<file path="src/rtl/vend_core_n_pkg.sv">
`default_nettype none
// +----------------------------------------------------------------------------+
// | vend_core_n_pkg : coin encodings, nickel values and FSM states shared by    |
// |                   the vending core and its change generator.                |
// | Rev 1.0                                                                     |
// +----------------------------------------------------------------------------+
package vend_core_n_pkg;

  localparam logic [2:0] COIN_NICKEL  = 3'd0;
  localparam logic [2:0] COIN_DIME    = 3'd1;
  localparam logic [2:0] COIN_QUARTER = 3'd2;
  localparam logic [2:0] COIN_FIFTY   = 3'd3;
  localparam logic [2:0] COIN_DOLLAR  = 3'd4;
  localparam logic [2:0] COIN_FIVE    = 3'd5;

  localparam logic [6:0] VAL_NICKEL  = 7'd1;
  localparam logic [6:0] VAL_DIME    = 7'd2;
  localparam logic [6:0] VAL_QUARTER = 7'd5;
  localparam logic [6:0] VAL_FIFTY   = 7'd10;
  localparam logic [6:0] VAL_DOLLAR  = 7'd20;
  localparam logic [6:0] VAL_FIVE    = 7'd100;

  typedef enum logic [1:0] {
    ST_IDLE     = 2'd0,
    ST_DISPENSE = 2'd1,
    ST_CHANGE   = 2'd2
  } vend_state_t;

  // Invalid encodings map to zero; callers must also consult coinIsValid.
  function automatic logic [6:0] coinValue(input logic [2:0] sel);
    logic [6:0] v;
    case (sel)
      COIN_NICKEL:  v = VAL_NICKEL;
      COIN_DIME:    v = VAL_DIME;
      COIN_QUARTER: v = VAL_QUARTER;
      COIN_FIFTY:   v = VAL_FIFTY;
      COIN_DOLLAR:  v = VAL_DOLLAR;
      COIN_FIVE:    v = VAL_FIVE;
      default:      v = 7'd0;
    endcase
    return v;
  endfunction

  function automatic logic coinIsValid(input logic [2:0] sel);
    return sel <= COIN_FIVE;
  endfunction

endpackage
`default_nettype wire

</file>
<file path="src/rtl/vend_change_gen.sv">
`default_nettype none
// +----------------------------------------------------------------------------+
// | vend_change_gen : picks the largest returnable coin not exceeding credit    |
// |                   and gates the change handshake.                           |
// | Rev 1.0                                                                     |
// +----------------------------------------------------------------------------+
module vend_change_gen
  import vend_core_n_pkg::*;
#(
  parameter int CREDIT_W = 10
) (
  input  logic [CREDIT_W-1:0] credit,
  input  logic                active,
  input  logic                chg_ready,
  output logic                chg_valid,
  output logic [2:0]          chg_sel,
  output logic [CREDIT_W-1:0] coinVal,
  output logic                take
);

  // Five-dollar notes are never paid out, so the dollar is the largest change coin.
  always_comb begin
    chg_sel = COIN_NICKEL;
    if (credit >= CREDIT_W'(VAL_DOLLAR))       chg_sel = COIN_DOLLAR;
    else if (credit >= CREDIT_W'(VAL_FIFTY))   chg_sel = COIN_FIFTY;
    else if (credit >= CREDIT_W'(VAL_QUARTER)) chg_sel = COIN_QUARTER;
    else if (credit >= CREDIT_W'(VAL_DIME))    chg_sel = COIN_DIME;
  end

  assign coinVal   = CREDIT_W'(coinValue(chg_sel));
  assign chg_valid = active && (credit != '0);
  assign take      = chg_valid && chg_ready;

endmodule
`default_nettype wire

</file>
<file path="src/rtl/vend_core_n.sv">
`default_nettype none
// +----------------------------------------------------------------------------+
// | vend_core_n : N-slot vending core - credit accumulator, dispense timer and  |
// |               greedy change-return FSM. Optional VEND_STOCK_TRACK_EN adds   |
// |               per-slot stock counters and a restock input.                  |
// | Rev 1.0                                                                     |
// +----------------------------------------------------------------------------+
module vend_core_n
  import vend_core_n_pkg::*;
#(
  parameter int NUM_SLOTS  = 9,
  parameter int CREDIT_W   = 10,
  parameter int MAX_CREDIT = 400,
  parameter int DISP_CYC   = 4
) (
  input  logic                          clk,
  input  logic                          rst,
  input  logic                          coin_valid,
  input  logic [2:0]                    coin_sel,
  input  logic [NUM_SLOTS-1:0]          slot_req,
  input  logic                          cancel,
  input  logic [NUM_SLOTS*CREDIT_W-1:0] price_flat,
`ifdef VEND_STOCK_TRACK_EN
  input  logic [NUM_SLOTS-1:0]          restock,
`endif
  output logic [CREDIT_W-1:0]           credit,
  output logic [NUM_SLOTS-1:0]          slot_ok,
  output logic [NUM_SLOTS-1:0]          slot_short,
  output logic [NUM_SLOTS-1:0]          dispense,
  output logic                          coin_reject,
  output logic                          chg_valid,
  output logic [2:0]                    chg_sel,
  input  logic                          chg_ready,
  output logic                          busy
);

  localparam int                  c_cntW      = (DISP_CYC > 1) ? $clog2(DISP_CYC) : 1;
  localparam logic [c_cntW-1:0]   c_dispLast  = c_cntW'(DISP_CYC - 1);
  localparam logic [CREDIT_W:0]   c_maxCredit = (CREDIT_W + 1)'(MAX_CREDIT);

  vend_state_t          r_state, w_nextState;
  logic [CREDIT_W-1:0]  r_credit, w_creditNext;
  logic [NUM_SLOTS-1:0] r_dispense, w_dispenseNext;
  logic [c_cntW-1:0]    r_dispCnt, w_dispCntNext;
  logic                 r_coinReject, w_coinRejectNext;

  logic [6:0]           w_coinVal;
  logic [CREDIT_W:0]    w_coinSum;
  logic                 w_coinFits;
  logic [CREDIT_W-1:0]  w_reqPrice;
  logic [NUM_SLOTS-1:0] w_inStock;
  logic                 w_vend;
  logic [CREDIT_W-1:0]  w_chgVal;
  logic                 w_chgTake;

  assign w_coinVal  = coinValue(coin_sel);
  assign w_coinSum  = {1'b0, r_credit} + (CREDIT_W + 1)'(w_coinVal);
  assign w_coinFits = coinIsValid(coin_sel) && (w_coinSum <= c_maxCredit);

  for (genvar i = 0; i < NUM_SLOTS; i++) begin : g_slot
    assign slot_ok[i] = (r_credit >= price_flat[i*CREDIT_W +: CREDIT_W]) && w_inStock[i];
  end
  assign slot_short = ~slot_ok;

  // AND-OR price mux; only meaningful when slot_req is one-hot.
  always_comb begin
    w_reqPrice = '0;
    for (int i = 0; i < NUM_SLOTS; i++)
      if (slot_req[i]) w_reqPrice = w_reqPrice | price_flat[i*CREDIT_W +: CREDIT_W];
  end

  assign w_vend = (r_state == ST_IDLE) && $onehot(slot_req) && ((slot_req & slot_ok) != '0);

`ifdef VEND_STOCK_TRACK_EN
  logic [NUM_SLOTS-1:0][3:0] r_stock;

  always_ff @(posedge clk or posedge rst) begin
    if (rst) begin
      r_stock <= {NUM_SLOTS{4'hF}};
    end else begin
      for (int i = 0; i < NUM_SLOTS; i++) begin
        if (restock[i])                 r_stock[i] <= 4'hF;
        else if (w_vend && slot_req[i]) r_stock[i] <= r_stock[i] - 4'd1;
      end
    end
  end

  for (genvar i = 0; i < NUM_SLOTS; i++) begin : g_stock
    assign w_inStock[i] = (r_stock[i] != 4'd0);
  end
`else
  assign w_inStock = '1;
`endif

  vend_change_gen #(
    .CREDIT_W (CREDIT_W)
  ) u_changeGen (
    .credit    (r_credit),
    .active    (r_state == ST_CHANGE),
    .chg_ready (chg_ready),
    .chg_valid (chg_valid),
    .chg_sel   (chg_sel),
    .coinVal   (w_chgVal),
    .take      (w_chgTake)
  );

  always_comb begin
    w_nextState      = r_state;
    w_creditNext     = r_credit;
    w_dispenseNext   = r_dispense;
    w_dispCntNext    = r_dispCnt;
    w_coinRejectNext = 1'b0;
    case (r_state)
      ST_IDLE: begin
        if (coin_valid) begin
          if (w_coinFits) w_creditNext = w_coinSum[CREDIT_W-1:0];
          else            w_coinRejectNext = 1'b1;
        end
        // Request is judged on pre-coin credit, so the subtraction cannot underflow.
        if (w_vend) begin
          w_creditNext   = w_creditNext - w_reqPrice;
          w_dispenseNext = slot_req;
          w_dispCntNext  = '0;
          w_nextState    = ST_DISPENSE;
        end else if (cancel && (r_credit != '0)) begin
          w_nextState = ST_CHANGE;
        end
      end
      ST_DISPENSE: begin
        w_coinRejectNext = coin_valid;
        if (r_dispCnt == c_dispLast) begin
          w_dispenseNext = '0;
          if (r_credit != '0) w_nextState = ST_CHANGE;
          else                w_nextState = ST_IDLE;
        end else begin
          w_dispCntNext = r_dispCnt + c_cntW'(1);
        end
      end
      ST_CHANGE: begin
        w_coinRejectNext = coin_valid;
        if (w_chgTake) w_creditNext = r_credit - w_chgVal;
        if (w_creditNext == '0) w_nextState = ST_IDLE;
      end
      default: w_nextState = ST_IDLE;
    endcase
  end

  always_ff @(posedge clk or posedge rst) begin
    if (rst) begin
      r_state      <= ST_IDLE;
      r_credit     <= '0;
      r_dispense   <= '0;
      r_dispCnt    <= '0;
      r_coinReject <= 1'b0;
    end else begin
      r_state      <= w_nextState;
      r_credit     <= w_creditNext;
      r_dispense   <= w_dispenseNext;
      r_dispCnt    <= w_dispCntNext;
      r_coinReject <= w_coinRejectNext;
    end
  end

  assign credit      = r_credit;
  assign dispense    = r_dispense;
  assign coin_reject = r_coinReject;
  assign busy        = (r_state != ST_IDLE);

endmodule
`default_nettype wire

</file>
<file path="config.mk">
export PLATFORM = sky130hd
export DESIGN_NAME = vend_core_n
export DESIGN_NICKNAME = d
export VERILOG_FILES = /design/src/rtl/vend_core_n_pkg.sv /design/src/rtl/vend_change_gen.sv /design/src/rtl/vend_core_n.sv
export SDC_FILE = /design/constraint.sdc
export NUM_CORES = 1
export LEC_CHECK = 0
export ABC_AREA = 1
export CAP_MARGIN = 20
export CORE_UTILIZATION = 48
export DETAILED_ROUTE_END_ITERATION = 7
export GPL_TIMING_DRIVEN = 0
export PLACE_DENSITY = 0.8
export SYNTH_ARGS = -nofsm -noshare
export SYNTH_HDL_FRONTEND = slang
export SYNTH_HIERARCHICAL = 1
export SYNTH_SLANG_ARGS = --single-unit
</file>
<file path="constraint.sdc">
create_clock -name clk -period 3.75 [get_ports clk]
set_input_delay 0.75 -clock clk [delete_from_list [all_inputs] [get_ports clk]]
set_output_delay 0.75 -clock clk [all_outputs]
set_load 0.05 [all_outputs]
</file>
# [Yosys cells after proc, flatten, opt, wreduce, memory -nomap -nowiden]
# Index checks and enable logic that the tools add are counted.
[classes] n_mux=37 n_eq_ne=19 shifts=0 n_lt_le_gt_ge=15 bitwise=10 mul=0 add_sub_neg=12 reduce_logical=19 n_div=0
[op_table] cell="two-way mux 10 bit" n=15
[op_table] cell="greater-or-equal comparator 10 bit" n=9
[op_table] cell="case mux 7 bit (6 select lines)" n=2
[op_table] cell="OR 10 bit" n=8
[op_table] cell="case mux 10 bit (2 select lines)" n=1
[op_table] cell="two-way mux 9 bit" n=2
[op_table] cell="case mux 9 bit (2 select lines)" n=1
[op_table] cell="two-way mux 2 bit" n=7
[op_table] cell="== test 3 x 2 -> 1 bit (second input constant)" n=4
[op_table] cell="== test 3 bit (second input constant)" n=4
[op_table] cell="adder 10 x 7 -> 11 bit" n=1
[op_table] cell="<= comparator 11 x 9 -> 1 bit (second input constant)" n=1
[op_table] cell="greater-or-equal comparator 10 x 2 -> 1 bit (second input constant)" n=1
[op_table] cell="greater-or-equal comparator 10 x 3 -> 1 bit (second input constant)" n=1
[op_table] cell="greater-or-equal comparator 10 x 4 -> 1 bit (second input constant)" n=1
[op_table] cell="greater-or-equal comparator 10 x 5 -> 1 bit (second input constant)" n=1
[op_table] cell="logical NOT 10 bit" n=1
[op_table] cell="nonzero test 10 bit" n=1
[op_table] cell="subtractor 10 bit" n=1
[op_table] cell="subtractor 10 x 7 -> 10 bit" n=1
[op_table] cell="AND 9 bit" n=1
[op_table] cell="two-way mux 3 bit" n=3
[op_table] cell="NOT 9 bit" n=1
[op_table] cell="AND reduction 3 bit" n=3
[op_table] cell="22 further kinds" n=41
[word_totals] elab_cells=117 ram_bits=0 out_inout_bits=43 latchBits=0 register_bits=24 mem_count=0 romBits=0

# [Longest topological paths before layout]
# Gate-level depths: netlist of run 1.
[logic_depth] depth_word=20 mapped_depth=33 ltp_nobuf=32

# [Cells and area by module]
# The synthesis of run 1 kept the hierarchy.
[by_module_without_submodules] mod="vend_core_n" area_per_inst_um2=6227.2 seq_area_each_um2=600.6 instances=1 cells_each=1030
[by_module_without_submodules] mod="vend_change_gen" area_per_inst_um2=256.5 seq_area_each_um2=0.0 instances=1 cells_each=47

# [Worst setup path before layout of run 1]
# Ideal clock, no wire load.
[synth_timing] path_kind="input -> register" from="in slot_req[0]" to="reg r_dispense[8] (netlist: dispense[8])" stages=15 arrival_time_ns=4.139 setup_slack_ns=-0.507 n_path_buf=0 setup_ns=0.118 cell_sequence="fa_1 -> inv_1 -> fa_1 -> fa_1 -> fa_1 -> inv_1 -> fa_1 -> nor4_1 -> nand2_2 -> nand2_1 -> nand2_1 -> nor2_4 -> inv_2 -> nand2_1 -> nand2_1"
[synth_between] elab_chain_cells=9 word_cells_on_any_way=11 cone_classes="add/sub (4); eq/ne (2); bitwise (1); reduce/logical (4)"
[synth_rtl] element="from (decl)" line_no="vend_core_n.sv:20" source="input logic [NUM_SLOTS-1:0] slot_req,"
[synth_rtl] element="adder 1 x 1 -> 2 bit (implied by the code)" line_no="vend_core_n.sv:72" source="assign w_vend = (r_state == ST_IDLE) && $onehot(slot_req) && ((slot_req & slot_ok) != '0);"
[synth_rtl] element="adder 2 x 2 -> 3 bit (implied by the code)" line_no="vend_core_n.sv:72"
[synth_rtl] element="adder 3 x 3 -> 4 bit (implied by the code)" line_no="vend_core_n.sv:72"
[synth_rtl] element="adder 4 x 1 -> 4 bit (implied by the code)" line_no="vend_core_n.sv:72"
[synth_rtl] element="== test 4 x 1 -> 1 bit" line_no="vend_core_n.sv:72"
[synth_rtl] element="logical AND 1 bit" line_no="vend_core_n.sv:72"
[synth_rtl] element="logical AND 1 bit *" line_no="vend_core_n.sv:72"
[synth_rtl] element="!= test 2 bit (no source line) *"
[synth_rtl] element="AND reduction 3 bit (no source line) *"
[synth_rtl] element="to (signal assigned)" line_no="vend_core_n.sv:158" source="r_dispense <= w_dispenseNext;"
[synth_rtl] element="to (decl)" line_no="vend_core_n.sv:43" source="logic [NUM_SLOTS-1:0] r_dispense, w_dispenseNext;"
# Mark *: on every way between the ends. The rest lies on a longest branch, timed or not.
# A chain may end at the register's enable or synchronous reset.

# [Worst setup path in the final report of run 1]
[layout_timing] from="in slot_req[0]" to="reg r_credit[9] (netlist: credit[9])"
[layout_between] elab_chain_cells=20 word_cells_on_any_way=29 cone_classes="add/sub (5); eq/ne (1); mux (11); bitwise (9); reduce/logical (3)"
[layout_rtl] element="two-way mux 10 bit" line_no="vend_core_n.sv:69" source="if (slot_req[i]) w_reqPrice = w_reqPrice | price_flat[i*CREDIT_W +: CREDIT_W];"
[layout_rtl] element="OR 10 bit" line_no="vend_core_n.sv:69"
[layout_rtl] element="two-way mux 10 bit" line_no="vend_core_n.sv:69"
[layout_rtl] element="OR 10 bit" line_no="vend_core_n.sv:69"
[layout_rtl] element="two-way mux 10 bit" line_no="vend_core_n.sv:69"
[layout_rtl] element="OR 10 bit" line_no="vend_core_n.sv:69"
[layout_rtl] element="two-way mux 10 bit" line_no="vend_core_n.sv:69"
[layout_rtl] element="OR 10 bit" line_no="vend_core_n.sv:69"
[layout_rtl] element="(+4 left out)"
[layout_rtl] element="two-way mux 10 bit" line_no="vend_core_n.sv:69"
[layout_rtl] element="OR 10 bit" line_no="vend_core_n.sv:69"
[layout_rtl] element="two-way mux 10 bit" line_no="vend_core_n.sv:69"
[layout_rtl] element="OR 10 bit" line_no="vend_core_n.sv:69"
[layout_rtl] element="two-way mux 10 bit" line_no="vend_core_n.sv:69"
[layout_rtl] element="subtractor 10 bit" line_no="vend_core_n.sv:121" source="w_creditNext = w_creditNext - w_reqPrice;"
[layout_rtl] element="two-way mux 10 bit *" line_no="vend_core_n.sv:120" source="if (w_vend) begin"
[layout_rtl] element="case mux 10 bit (2 select lines) *" line_no="vend_core_n.sv:113" source="case (r_state)"
[layout_rtl] element="to (signal assigned)" line_no="vend_core_n.sv:157" source="r_credit <= w_creditNext;"
[layout_rtl] element="to (decl)" line_no="vend_core_n.sv:42" source="logic [CREDIT_W-1:0] r_credit, w_creditNext;"
# Marked as above.

==> results of run 1 <==
[power by group]
group | internal [mW] | switching [mW]
combinational | 2.13 | 3.50
sequential | 0.389 | 0.474
clock | 0.212 | 0.0954
[through the flow]
| step | util | instances |
|---|---|---|
| floorplan | - | 1081 |
| global placement | 0.631 | 1406 |
| detailed placement | 0.631 | 1406 |
| CTS | 0.660 | 1425 |
| global route | 0.684 | 1434 |
| finish | 0.684 | 1434 |
[layout by cell type, fill, tap and decap left out, drive strengths merged, types with 4 or more instances in the layout]
master / instances
nand3: 75
or2: 4
o21bai: 8
o221ai: 10
clkinv: 7
conb: 5
clkdlybuf4s50: 126
xor2: 4
a21oi: 46
clkbuf: 7
nor2: 90
a221oi: 5
nand4: 20
o21ai: 42
o22ai: 14
dfrtp: 24
fa: 8
dlygate4sd2: 5
buf: 40
xnor2: 7
nor3: 10
nand2: 322
ha: 122
dlymetal6s2s: 12
inv: 232
[timing repair]
action,CTS,global route
setup buffers,14,10
pin swaps,22,44
resized for setup,84,63
gates cloned,1,0
endpoints found under the setup margin,33,35
[tightest hold or removal path, stage by stage, from the launching register on]
cell	delay, ns
dfrtp_1	0.34
nand2_1	0.05
nand2_1	0.05
[logic make-up (layout without fill, tap and decap cells)]
| logic type | count (synthesis) | in the layout |
|---|---|---|
| adders and majority gates | 130 | 130 |
| xor gates and xnor gates | 11 | 11 |
| DFF | 24 | 24 |
| AOI/OAI and AO/OA | 133 | 133 |
| buffers and inverters | 253 | 430 |
| other | 1 | 5 |
| and+or+nand+nor | 525 | 525 |
[state kept, by name, indices dropped and copies added, names as in the netlist]
name         count
credit          10
r_dispCnt        2
coin_reject      1
r_state          2
dispense         9
[Yosys cell counts (8+ instances only)]
library cell / number
nand2_2: 13
nor3_1: 10
o22ai_1: 14
a21oi_1: 44
nand3_1: 69
nand2_1: 309
o221ai_1: 10
fa_1: 8
dfrtp_1: 24
o21bai_1: 8
nand4_1: 20
inv_1: 230
o21ai_0: 35
ha_1: 122
nor2_1: 81
[path summary, 6_finish.rpt]
| check | start | to | slack (ns) | depth (start not counted) |
|---|---|---|---|---|
| worst max-delay path | slot_req[0] | credit[9] | -0.40 | 16 |
| worst min-delay path | dispense[2] | dispense[2] | 0.48 | 2 |
| worst max register to register | credit[7] | credit[8] | -0.36 | 26 |
| worst min register to register | dispense[2] | dispense[2] | 0.48 | 2 |
| max in group asynchronous | rst | credit[3] | 2.11 | 2 |
| min in group asynchronous | rst | r_dispCnt[1] | 0.99 | 2 |
[area by class of cell]
class                   instances  area [µm²]
fillers                      1142        4170
clock buffers                   3        75.1
multi-input cells             804        5280
inverters                     239         936
plain buffers                  14         114
repair buffers                173        1750
well taps                     176         220
flip-flops and latches         24         613
clock inverters                 1        30.0
[metal layers]
metal,track usage,vias to the layer above
met2,0.524,335
met5,0,-
met3,0.0217,52
li1,-,3802
met1,0.427,3429
met4,0.0978,0
==> flow_metrics.tcl, run 1 <==
set metrics [dict create \
    skew_ns 0.00499 \
    core_area_um2 13200 \
    synthDistinctLibCells 46 \
    whs_ns 0.478 \
    synth_mux_area_frac 0 \
    fin_crit_ns 4.15 \
    synth_top_family_by_area "simple AND/OR/NAND/NOR gates" \
    area_growth_pct 39.2 \
    worst_slack_ns -0.401 \
    cts_tree "built" \
    ys_seq_area_frac 0.0926 \
    wirelength_um 22200 \
    ios 150 \
    outcome "complete, but fails checks" \
    dieArea_um2 14000 \
    synthAdderAreaFrac 0.260 \
    synthFlopType "dfrtp_1" \
    wl_met1_um 9600 \
    yosys_warnings 6 \
    setup_tns_ns -7.68 \
    clock-sinks 24 \
    grt_pass1_wl_um 34900 \
    cp.required_ns 3.90 \
    final_max_slew_viol_count 0 \
    setup_viol 23 \
    routed-wl-met3_um 1630 \
    crit_buf_inv 5 \
    synth_seq_cells 24 \
    cpMostUsedCell "fa_1" \
    hold_viol 0 \
    wl_per_cell_um 15.5 \
    crit_type "in2reg" \
    powerDensity_nw_per_um2 754 \
    die_width_um 118 \
    top_layer_used "met4" \
    first_global_vias 7025 \
    postPlaceCellArea_um2 8320 \
    total_power_mw 6.81 \
    critPathArrivalTime_ns 4.30 \
    post-place-ws_ns -1.33 \
    cts_root_buffer "clkbuf_16" \
    synthSimpleGateAreaFrac 0.350 \
    crit_family "adder cells" \
    stdcell_area_um2 9020 \
    gp_congestion 0.922 \
    rows 42 \
    synthXorXnorAreaFrac 0.0160 \
    hpwl_um 16800 \
    numCtsBuffers 3 \
    port_buffers 149 \
    crit_chain "buf_8 -> fa_1 -> inv_2 -> fa_1 -> fa_1 -> fa_2 -> inv_2 -> fa_1 -> nor4_4 -> nand2_2 -> buf_4 -> buf_6 -> nor2_4 -> nand2_1 -> nand3_2 -> a21oi_2" \
    slew_headroom 0.384 \
    overflow 0 \
    hold_class "reg2reg" \
    postSynthCellCount 1077 \
    drt-pass1-iter-count 7 \
    slowest_stage "fa_1" \
    p_leak_nw 4.96 \
    cts_max_level 1 \
    crit_path_start_kind "input pin" \
    clock_path_buffers 2 \
    ys_async_sr_fraction 1.00 \
    timing.final.crit_share 1.11 \
    maxCapViolCount 0 \
    dieHeight_um 118 \
    cts_hold_buf 0 \
    max_freq_mhz 241 \
    rsz0062_at_grt "yes" \
    synth.area.top_cells "ha_1 (24%), nand2_1 (18%), inv_1 (13%), dfrtp_1 (9.3%), nand3_1 (5.3%)" \
    violations "negative setup slack" \
    antenna_found_initial 0 \
    via_per_inst 5.31 \
    yosysTopAreaCellShare 0.235 \
    synth-compound-area-share 0.126 \
    synth_edf_count 0 \
    route.met2.wl_um 10400 \
    path_max_fanout 5 \
    grt_max_degree 25 \
    avgSynthCellArea_um2 6.02 \
    ir_worst_vdd_mv 0.478 \
    nets 1496 \
    initial_core_util 0.492 \
    synth_top_cell_by_area "ha_1" \
    grt_usage 0.313 \
    clk_latency_ns 0.27 \
    tightest_slew_ns 0.924 \
    syn-cell-area_um2 6480 \
    cp_slowest_stage_delay_ns 0.54 \
    drc 0 \
    drive_above_1_share 0.131 \
    diodes 0 \
    cp-end-kind "flop" \
    drt-initial-drc-count 611 \
    vias 7618 \
    clk_pin_slew_ns 0.06 \
    drtAntennaViolNets 0 \
]
(Power assumes the default switching activity.)
==> run 2: changes to the inputs <==
Settings changed: CORE_MARGIN set to 3.
==> run 2 against run 1 <==
Net effect: the flow still finishes with violations (negative setup slack); final cell count grew 0.14%; global-route usage fell by 2.1 points; die area is 6.9% higher; first-iteration DRC count up 5.2%; via count rose by 1.0%; combinational power is 4.1% higher; count of clock-buffer cells in the layout unchanged; clock power about the same; clock skew is 0.0021 ns lower; hold slack got worse by 0.0087 ns; critical path type is now reg2reg.
==> flow_metrics.tcl, run 2 (synthesis gave the netlist of run 1 again) <==
set metrics [dict create \
    outcome "complete, but fails checks" \
    violations "negative setup slack" \
    initial_core_util 0.502 \
    powerDensity_nw_per_um2 759 \
    cts_tree "built" \
    antenna_found_initial 0 \
    cts_root_buffer "clkbuf_16" \
    numCtsBuffers 3 \
    dieArea_um2 14900 \
    layout_common_cells "nand2_1 (289), inv_1 (219), clkdlybuf4s50_1 (125)" \
    nets 1502 \
    cpMostUsedCell "nand2_1" \
    ios 150 \
    maxCapViolCount 0 \
    critPathArrivalTime_ns 4.38 \
    wirelength_um 23200 \
    crit_buf_inv 3 \
    p_leak_nw 5.04 \
    drive_above_1_share 0.153 \
    first_global_vias 7179 \
    crit_path_start_kind "flop" \
    drc 0 \
    total_power_mw 7.05 \
    setup_tns_ns -7.82 \
    largest_register_ffs 10 \
    slew_headroom 0.400 \
    final_cells 1436 \
    final_max_slew_viol_count 0 \
    grt_max_degree 25 \
    area_growth_pct 43.2 \
    via_per_inst 5.36 \
    wl_per_cell_um 16.2 \
    clk_pin_slew_ns 0.06 \
    dp_cells 1402 \
    cp_slowest_stage_delay_ns 0.76 \
    drtAntennaViolNets 0 \
    skew_ns 0.00284 \
    port_buffers 149 \
    path_depth 26 \
    worst_slack_ns -0.481 \
    nFillCells 1063 \
    path_max_fanout 16 \
    hpwl_um 17200 \
    setup_viol 23 \
    drt-pass1-iter-count 5 \
    tightest_slew_ns 0.899 \
    overflow 0 \
    grt_pass1_wl_um 34800 \
    gp_congestion 0.951 \
    slowest_stage "dfrtp_2" \
    multi_input_area_um2 5440 \
    grt_usage 0.292 \
    crit_family "simple AND/OR/NAND/NOR gates" \
    cp.required_ns 3.90 \
    rows 41 \
    hold_viol 0 \
    cts_hold_buf 0 \
    rsz0062_at_grt "yes" \
    clock-sinks 24 \
    core_area_um2 12900 \
    layout_commonest_cell "nand2_1" \
    die_width_um 122 \
    ir_worst_vdd_mv 0.555 \
    cts_max_level 1 \
    diodes 0 \
    fin_crit_ns 4.23 \
    r2r_setup_slack_ns -0.48 \
    cp-end-kind "flop" \
    clk_latency_ns 0.27 \
    ff2ff_path_depth 26 \
    timing.final.crit_share 1.13 \
    drt-initial-drc-count 643 \
    crit_type "reg2reg" \
    seq_area_um2 616 \
    max_freq_mhz 236 \
    worstHoldPathCells 2 \
    hold_class "reg2reg" \
    vias 7695 \
    dieHeight_um 122 \
    clock_path_buffers 2 \
]
## run 2: cell count changes in the layout (fill, tap and decap cells not counted), moves of 4 or more
cell     change
o21ai_4      +5
nand3_1      -8
nand2_1      -4
o21ai_2      -4
nand3_2      +8
ha_4         +4
## run 2: timing repair
action	in CTS	in global routing
gates resized for setup	67	121
setup endpoints to repair	32	37
pin swaps	15	58
cloned	2	2
buffers inserted	9	19
## run 2: area by class of cell
| class | instances | share of cell area |
|---|---|---|
| clock buffers | 3 | 0.00808 |
| repair buffers | 178 | 0.199 |
| plain buffers | 14 | 0.0127 |
| well taps | 172 | 0.0232 |
| clock inverters | 1 | 0.00323 |
| repair inverters | 1 | 0.000808 |
| flip-flops and latches | 24 | 0.0663 |
| inverters | 239 | 0.102 |
| multi-input cells | 804 | 0.585 |
## run 2: final timing paths
check,start,endpoint
setup / recovery,credit[4],credit[8]
hold / removal,dispense[6],dispense[6]
setup reg to reg,credit[4],credit[8]
hold reg to reg,dispense[6],dispense[6]
max in group asynchronous,rst,credit[3]
min in group asynchronous,rst,r_dispCnt[0]
## run 2: per-stage QoR
| step | cell area [µm²] | setup slack (ns) | hold WS [ns] | util |
|---|---|---|---|---|
| floorplan | 6610 | -0.360 | 0.457 | - |
| global placement | 8310 | -1.29 | 0.461 | 0.643 |
| detailed placement | 8310 | -1.33 | 0.465 | 0.643 |
| CTS | 8620 | -0.544 | 0.472 | 0.667 |
| global route | 9290 | -0.656 | 0.512 | 0.718 |
| finish | 9290 | -0.481 | 0.469 | 0.718 |
## run 2: worst register-to-register path: cells and delay by family (launching register included)
kind | cells | cell delay [ns]
XOR/XNOR | 2 | 0.37
adder cells (fa/ha/maj) | 2 | 0.73
buffers and inverters | 3 | 0.36
AO/OA/AOI/OAI | 4 | 0.66
AND/OR/NAND/NOR | 15 | 1.26
flip-flops | 1 | 0.76
## run 2: power breakdown
part | switching, mW | internal (mW)
Sequential | 0.479 | 0.392
Combinational | 3.63 | 2.24
Clock | 0.0982 | 0.213
Total | 4.21 | 2.84
## run 2: metal layers
metal	wire length (µm)	GRT usage	share of wire
met5	0	0	0
met4	1050	0.108	0.045
met3	2070	0.0382	0.089
met2	10700	0.487	0.46
met1	9420	0.385	0.41
==> run 3: changes to the inputs <==
Settings changed: CELL_PAD_IN_SITES_DETAIL_PLACEMENT set to 1, CELL_PAD_IN_SITES_GLOBAL_PLACEMENT set to 1, CORE_UTILIZATION 48 to 38, PLACE_DENSITY 0.8 to 0.9.
Clock period 3.75 ns to 5.1 ns, I/O delays scaled along.
==> run 3 against run 2 <==
Net effect: the run now ends clean; via count up 2.2%; final cell count grew 1.9%; combinational power decreased by 30%; flip-flop and latch count unchanged; hold slack gained 0.011 ns; register-to-register slack better by 0.74 ns; wire length rose by 18%; final area is 7.2% lower; sequential power shrank 29%; clock power fell by 38%; first-iteration DRC count fell by 39%; largest cell class unchanged.
==> flow_metrics.tcl, run 3 (synthesis gave the netlist of run 1 again) <==
set metrics [dict create \
    cp.required_ns 5.24 \
    hold_viol 0 \
    port_buffers 149 \
    min_from "dispense[8]" \
    critPathArrivalTime_ns 5.05 \
    setup_viol 0 \
    final_max_slew_viol_count 0 \
    cts_max_level 1 \
    gp_congestion 0.918 \
    vias 7867 \
    path_max_fanout 9 \
    outcome "finished clean" \
    grt_pass1_wl_um 42400 \
    drtAntennaViolNets 0 \
    numCtsBuffers 3 \
    crit_path_start_kind "input pin" \
    clock-sinks 24 \
    crit_type "in2reg" \
    dieHeight_um 137 \
    area_growth_pct 32.9 \
    fin_crit_ns 4.91 \
    slew_headroom 0.214 \
    via_per_inst 5.38 \
    grt_max_degree 25 \
    post-place-ws_ns -0.620 \
    rows 47 \
    skew_ns 0.00859 \
    ios 150 \
    core_area_um2 16600 \
    largest_register_ffs 10 \
    p_leak_nw 4.74 \
    seq_area_um2 601 \
    overflow 0 \
    clock_path_buffers 2 \
    tightest_slew_ns 1.18 \
    hold_class "reg2reg" \
    setup_tns_ns 0 \
    clk_pin_slew_ns 0.06 \
    layout_common_cells "nand2_1 (307), inv_1 (227), clkdlybuf4s50_1 (143)" \
    powerDensity_nw_per_um2 572 \
    ir_worst_vdd_mv 0.471 \
    worst_slack_ns 0.190 \
    rsz0062_at_grt "no" \
    nets 1480 \
    cts_root_buffer "clkbuf_16" \
    wirelength_um 27400 \
    critical_path.startpoint "slot_req[1]" \
    drive_above_1_share 0.0805 \
    cts_tree "built" \
    nFillCells 2288 \
    max_freq_mhz 204 \
    post-route-util 0.518 \
    layout_commonest_cell "nand2_1" \
    maxCapViolCount 0 \
    total_power_mw 4.93 \
    clk_latency_ns 0.26 \
    antenna_found_initial 1 \
    drt-pass1-iter-count 5 \
    initial_core_util 0.390 \
    drc 0 \
    multi_input_area_um2 5080 \
    drt-initial-drc-count 393 \
    die_width_um 137 \
    wl_per_cell_um 18.7 \
    grt_usage 0.287 \
    hpwl_um 21500 \
    cp-end-kind "flop" \
    first_global_vias 8303 \
    dieArea_um2 18700 \
    timing.final.crit_share 0.963 \
    r2r-start "credit[3]" \
]
## run 3: cell count changes in the layout (fill, tap and decap cells not counted), moves of 6 or more
cell	change
nand2_1	+18
inv_1	+8
nand3_1	+14
dfrtp_2	-6
clkdlybuf4s50_1	+18
dlymetal6s2s_1	-11
nand3_2	-13
buf_6	-6
ha_1	+6
ha_4	-8
dfrtp_1	+8
buf_4	-14
o21ai_4	-6
nand2_2	-16
## run 3: per-stage QoR
step                      instances  area [µm²]  hold WS (ns)
after floorplan                1081        6500         0.457
after global placement         1450        8270         0.471
after detailed placement       1450        8270         0.467
after CTS                      1457        8430         0.482
after global routing           1463        8620         0.507
final                          1463        8620         0.480
## run 3: final cells by class
class | instances | area share
Antenna cell | 1 | 0.000290
Multi-Input combinational cell | 804 | 0.589
Buffer | 14 | 0.0116
Sequential cell | 24 | 0.0697
Timing Repair Buffer | 157 | 0.182
Clock buffer | 4 | 0.0103
Tap cell | 220 | 0.0319
Inverter | 239 | 0.105
## run 3: worst paths after layout
| kind | slack [ns] | to | cells after the start |
|---|---|---|---|
| max | 0.19 | dispense[5] | 16 |
| min | 0.48 | dispense[8] | 2 |
| max reg2reg | 0.26 | credit[8] | 28 |
| min reg2reg | 0.48 | dispense[8] | 2 |
| max in group asynchronous | 3.21 | r_dispCnt[0] | 2 |
| min in group asynchronous | 1.29 | credit[8] | 2 |
## run 3: timing repair
item | in CTS | in global routing
endpoints found under the hold margin | 0 | 0
buffers inserted | 3 | 4
resized for setup | 18 | 40
hold buffers | 0 | 0
endpoints found under the setup margin | 18 | 15
pin swaps | 1 | 7
## run 3: power breakdown
| group | switching [mW] | leakage (nW) | internal (mW) |
|---|---|---|---|
| Sequential | 0.344 | 0.302 | 0.277 |
| Combinational | 2.64 | 4.40 | 1.48 |
| Clock | 0.0729 | 0.0442 | 0.120 |
## run 3: routing by layer
layer | track usage | share of wire | vias up
li1 | - | - | 3768
met1 | 0.359 | 0.42 | 3757
met2 | 0.502 | 0.49 | 273
met3 | 0.0353 | 0.055 | 69
met4 | 0.108 | 0.038 | 0
met5 | 0 | 0 | -
## run 3: worst max-delay path, stage by stage
cell,delay (ns)
dlygate4sd2_1,0.48
fa_1,0.49
inv_1,0.08
fa_1,0.42
fa_1,0.47
fa_1,0.37
inv_1,0.09
fa_1,0.46
nor4_4,0.33
nand2_2,0.15
nand2_1,0.13
nand2_1,0.10
nor2_4,0.17
inv_2,0.11
nand2_1,0.10
nand2_1,0.07
